## config.mk

```make
export PLATFORM = sky130hd
export DESIGN_NAME = tick_gen_multi
export DESIGN_NICKNAME = d
export VERILOG_FILES = /design/src/rtl/tick_gen_pkg.sv /design/src/rtl/tick_gen_ch.sv /design/src/rtl/tick_gen_multi.sv
export SDC_FILE = /design/constraint.sdc
export NUM_CORES = 1
export LEC_CHECK = 0
export CORE_AREA = 8 8 229 231
export CTS_CLUSTER_SIZE = 24
export DETAILED_ROUTE_END_ITERATION = 10
export DIE_AREA = 0 0 237 239
export GPL_TIMING_DRIVEN = 1
export PLACE_DENSITY = 0.67
export REMOVE_ABC_BUFFERS = 1
export SETUP_SLACK_MARGIN = 0.3
export SLEW_MARGIN = 20
export SYNTH_ARGS = -nofsm -noshare
export SYNTH_HDL_FRONTEND = slang
export SYNTH_SLANG_ARGS = --single-unit
```

## constraint.sdc

```tcl
create_clock -name clk_In -period 7.6 [get_ports clk_In]
set_input_delay 0.76 -clock clk_In [delete_from_list [all_inputs] [get_ports clk_In]]
set_output_delay 0.76 -clock clk_In [all_outputs]
set_load 0.05 [all_outputs]
```

## src/rtl/tick_gen_pkg.sv

```systemverilog
// tick_gen_pkg: shared constants, channel index type and divisor helper for tick_gen_multi
package tick_gen_pkg;
  localparam int unsigned CLK_FREQ = 12090000;
  localparam int unsigned DIV_W = 24;
  localparam int unsigned MAX_CH = 16;
  typedef logic [3:0] ch_idx_t;
  function automatic logic [DIV_W-1:0] div_of(input int unsigned freq_hz);
    return freq_hz == 0 ? '0 : DIV_W'((64'(CLK_FREQ) + 64'(freq_hz / 2)) / 64'(freq_hz));
  endfunction
endpackage

```

## src/rtl/tick_gen_ch.sv

```systemverilog
// tick_gen_ch: one divider channel with active/shadow divisor, tick strobe and square wave
//   clk_i, rst_ni      clock, async active-low reset
//   wr_i, div_i        divisor write strobe and value (0 disables the channel)
//   sync_i             phase restart, present only with TICKGEN_SYNC_EN
//   tick_o, sq_o       one-cycle strobe after terminal count, square wave
//   pend_o             shadow divisor waiting for the next terminal count
module tick_gen_ch import tick_gen_pkg::*; #(
  parameter int unsigned DIV_W = tick_gen_pkg::DIV_W,
  parameter logic [DIV_W-1:0] INIT = '0
) (
  input  logic clk_i, rst_ni, wr_i,
  input  logic [DIV_W-1:0] div_i,
`ifdef TICKGEN_SYNC_EN
  input  logic sync_i,
`endif
  output logic tick_o, sq_o, pend_o
);
  logic [DIV_W-1:0] cnt_q, cnt_d, act_q, act_d, shd_q, shd_d;
  logic pend_q, pend_d, tick_q, tick_d, sq_q, sq_d, en, tc, sync;
  assign en = act_q != '0;
  assign tc = en && cnt_q == act_q - DIV_W'(1);
`ifdef TICKGEN_SYNC_EN
  assign sync = sync_i && en;
`else
  assign sync = 1'b0;
`endif
  // A disabled channel has no terminal count to wait for, so a write (or a
  // shadow left pending when the channel disabled itself) goes live at once.
  always_comb begin
    cnt_d  = en && !tc && !sync ? cnt_q + DIV_W'(1) : '0;
    act_d  = wr_i && !en ? div_i : (tc || sync || (!en && pend_q) ? shd_q : act_q);
    shd_d  = wr_i ? div_i : shd_q;
    pend_d = wr_i ? en : (tc || sync || !en ? 1'b0 : pend_q);
    tick_d = tc && !sync;
    sq_d   = en && !sync && cnt_q < (act_q >> 1);
  end
  always_ff @(posedge clk_i or negedge rst_ni)
    if (!rst_ni) begin
      cnt_q  <= '0;
      act_q  <= INIT;
      shd_q  <= INIT;
      pend_q <= 1'b0;
      tick_q <= 1'b0;
      sq_q   <= 1'b0;
    end else begin
      cnt_q  <= cnt_d;
      act_q  <= act_d;
      shd_q  <= shd_d;
      pend_q <= pend_d;
      tick_q <= tick_d;
      sq_q   <= sq_d;
    end
  assign tick_o = tick_q;
  assign sq_o   = sq_q;
  assign pend_o = pend_q;
endmodule

```

## src/rtl/tick_gen_multi.sv

```systemverilog
// tick_gen_multi: N-channel clock-enable generator with runtime-reprogrammable divisors
//   clk_In, rst_n          system clock, async active-low reset
//   wr_en, wr_ch, wr_div   divisor write; wr_ch >= NUM_CH is ignored
//   sync_in                phase restart of all enabled channels (TICKGEN_SYNC_EN only)
//   tick_o, sq_o, pend_o   per-channel strobe, square wave, pending-write flag
module tick_gen_multi import tick_gen_pkg::*; #(
  parameter int unsigned NUM_CH = 4,
  parameter int unsigned DIV_W = tick_gen_pkg::DIV_W,
  parameter logic [NUM_CH*DIV_W-1:0] DIV_INIT = {24'd12090000, 24'd403000, 24'd302250, 24'd48}
) (
  input  logic clk_In, rst_n, wr_en,
  input  ch_idx_t wr_ch,
  input  logic [DIV_W-1:0] wr_div,
`ifdef TICKGEN_SYNC_EN
  input  logic sync_in,
`endif
  output logic [NUM_CH-1:0] tick_o, sq_o, pend_o
);
  for (genvar i = 0; i < NUM_CH; i++) begin : g_ch
    tick_gen_ch #(.DIV_W(DIV_W), .INIT(DIV_INIT[i*DIV_W +: DIV_W])) u_ch (
      .clk_i(clk_In),
      .rst_ni(rst_n),
      .wr_i(wr_en && wr_ch == ch_idx_t'(i)),
      .div_i(wr_div),
`ifdef TICKGEN_SYNC_EN
      .sync_i(sync_in),
`endif
      .tick_o(tick_o[i]),
      .sq_o(sq_o[i]),
      .pend_o(pend_o[i])
    );
  end
endmodule

```

==> flow_summary.json <==
{
  "outcome": "completed",
  "port_buffers": 42,
  "yosys_warnings": 0,
  "hold_violations": 0,
  "area_growth_pct": 10.3,
  "leakage_nw": 9.84,
  "synth_area_per_cell_sq_um": 9.32,
  "cts_tree": "done",
  "crit_slowest_cell": "o2111a_1",
  "cts.sinks": 300,
  "worst_hold_slack_ps": 215,
  "drv_slew": 0,
  "wl_um": 52200,
  "regArea_sq_mm": 0.00758,
  "synthTopCellsByCount": "257 x nand2_1, 240 x dfrtp_1, 152 x nor2_1",
  "setup_viol": 0,
  "clk_pin_slew_ps": 60,
  "cts_buffer_depth": 3,
  "cts_buffers": 35,
  "synth_area_sq_mm": 0.0198,
  "drive_above_1_share_pct": 11.2,
  "ant_nets": 0,
  "std_cell_rows": 81,
  "min_period_over_period_pct": 56.4,
  "drtPass1Iterations": 6,
  "die_y_um": 239,
  "min_path_type": "input pin to async pin",
  "track_usage_pct": 18.2,
  "synth_cell_types": 87,
  "r2r-start": "g_ch[2].u_ch.act_q[0]$_DFFE_PN0P_",
  "r2r-end": "g_ch[2].u_ch.cnt_q[4]$_DFF_PN0_",
  "fin_nets": 2245,
  "post-route-util_pct": 45.1,
  "dpl_cell_area_sq_mm": 0.0206,
  "core_area_sq_mm": 0.0485,
  "max_freq_mhz": 233,
  "synth_most_common_cell": "nand2_1",
  "ys_seq_elements": 300,
  "ys_seq_area_share_pct": 38.3,
  "netlist_instances": 2127,
  "ir_worst_vdd_mv": 0.152,
  "drc_errors": 0,
  "path_delay_family": "compound AO/OA/AOI/OAI gates",
  "clock_latency_ps": 530,
  "cts-resized-gates": 0,
  "cp.required_ps": 7980,
  "first_iter_violations": 1238,
  "arrival_ps": 4660,
  "root_buffer": "clkbuf_16",
  "cpPeakStageDelay_ps": 830,
  "antenna_found_initial": 5,
  "grt_start_max_net_pins": 91,
  "multi_input_area_sq_mm": 0.0113,
  "path_buf_inv": 1,
  "worst-path-stages": 10,
  "worstPathCellList": "inv_1 -> ha_1 -> nor3b_1 -> nand2_1 -> a2111oi_0 -> o22ai_1 -> nor4_1 -> o2111a_1 -> a21o_1 -> nor2_1",
  "fillers": 4626,
  "die_x_um": 237,
  "vias_per_cell": 5.70,
  "grt_pass1_vias": 15800,
  "place_congestion": 0.901,
  "hpwl_um": 37000,
  "path_max_fanout": 24,
  "die_area_sq_mm": 0.0566,
  "synth.top_cell.area_share_pct": 30.3,
  "relSlewSlack_pct": 24.8,
  "ios": 43,
  "powerDensity_mw_per_mm2": 270,
  "grt_pass1_wl_um": 84800,
  "cts_setup_buffers": 0,
  "cp-startpoint": "g_ch[2].u_ch.act_q[0]$_DFFE_PN0P_",
  "period_needed_ps": 4290,
  "rsz0062_at_grt": "false",
  "r2r_slack_ps": 3310,
  "postCtsHoldBufs": 0,
  "overflow": 0,
  "async_reset_ff_share_pct": 100,
  "ys.flop_type": "dfrtp_1",
  "r2r_cells": 10,
  "cp-start-kind": "register",
  "htree_levels": 2,
  "stdcell_area_sq_mm": 0.0219,
  "wl_per_cell_um": 18.9,
  "synth_edf_count": 0,
  "skew_ps": 10.5,
  "critPathCapture": "g_ch[2].u_ch.cnt_q[4]$_DFF_PN0_",
  "synth_area_leaders": "dfrtp_1 30%, dfstp_2 8.0%, mux2i_1 6.7%, ha_1 6.1%, nand2_1 4.9%",
  "initial_core_util_pct": 40.8,
  "synth_area_leader_cell": "dfrtp_1",
  "finalSetupTns_ps": 0,
  "worst-setup-path-type": "register to register",
  "tightest_slew_ps": 1130,
  "vias": 15800,
  "critPathCaptureType": "register",
  "drv_cap": 0
}
## sequential cells by signal, indices dropped and copies added, names as in the netlist
register and cells:
g_ch.u_ch.act_q 96, g_ch.u_ch.cnt_q 96, g_ch.u_ch.pend_o 4, g_ch.u_ch.shd_q 96
g_ch.u_ch.sq_o 4, g_ch.u_ch.tick_o 4
## area by class of cell
type / count / area share, %
antenna: 1 / 0.0114
clock buffer: 49 / 4.81
clock inverter: 14 / 0.715
inverter: 114 / 1.96
multi-input combinational: 1605 / 51.5
sequential: 300 / 34.7
tap: 622 / 3.56
timing repair buffer: 62 / 2.74
## power by group
part / internal [mW] / switching (mW)
registers: 1.91 / 0.321
clock network: 1.07 / 0.694
logic: 0.819 / 1.09
total: 3.80 / 2.10
## routing by layer
metal	routed length, um	track usage, %	part of all wire (%)	up-vias
met5	27	0	0.052	-
met4	1430	5.62	2.7	4
met3	2930	3.72	5.6	98
met2	24200	30.3	46	378
met1	23700	23.6	45	7788
li1	-	-	-	7495
## logic make-up after synthesis
logic type | Yosys count | share of synthesized area [%]
buffers and inverters | 222 | 4.92
adders and majority gates | 96 | 6.06
AOI/OAI and AO/OA | 330 | 11.3
xor gates and xnor gates | 198 | 8.75
and+or+nand+nor | 778 | 19.9
muxes | 203 | 10.8
DFF | 300 | 38.3
## stage by stage
stage                     std cells  setup WS (ps)  total power, mW
final                          2767           3310             5.90
after global routing           2766           2940             6.26
after CTS                      2765           3310             5.93
after detailed placement       2702           3340             4.12
after global placement         2702           3570             4.06
after floorplan                2019           3610             3.60
## how the worst min path moves through the flow
| stage | start | to | slack, ps | cells past startpoint |
|---|---|---|---|---|
| floorplan | g_ch[3].u_ch.shd_q[9]$_DFFE_PN1P_ | g_ch[3].u_ch.shd_q[9]$_DFFE_PN1P_ | 440 | 2 |
| detailed placement | g_ch[2].u_ch.shd_q[13]$_DFFE_PN1P_ | g_ch[2].u_ch.shd_q[13]$_DFFE_PN1P_ | 460 | 2 |
| CTS | rst_n | g_ch[1].u_ch.shd_q[8]$_DFFE_PN0P_ | 270 | 1 |
| global route | rst_n | g_ch[1].u_ch.act_q[20]$_DFFE_PN0P_ | 280 | 1 |
| finish | rst_n | g_ch[1].u_ch.act_q[20]$_DFFE_PN0P_ | 210 | 1 |
| global placement | g_ch[3].u_ch.shd_q[9]$_DFFE_PN1P_ | g_ch[3].u_ch.shd_q[9]$_DFFE_PN1P_ | 450 | 2 |
## cell usage in the layout, fill, tap and decap left out, types with 41 or more instances in the layout
master,netlist,layout
nor3_1,50,50
nor2_1,152,151
mux2i_1,132,132
mux2_2,59,59
xor2_1,98,98
o21ai_0,87,87
nand3_1,80,79
a21o_1,44,44
xnor2_1,100,100
inv_1,114,114
dfstp_2,60,60
nand4_1,52,52
a21oi_1,47,47
nand2_1,257,257
clkdlybuf4s50_1,0,41
dfrtp_1,240,240
ha_1,96,96
Power figures use the tool's default switching activity.
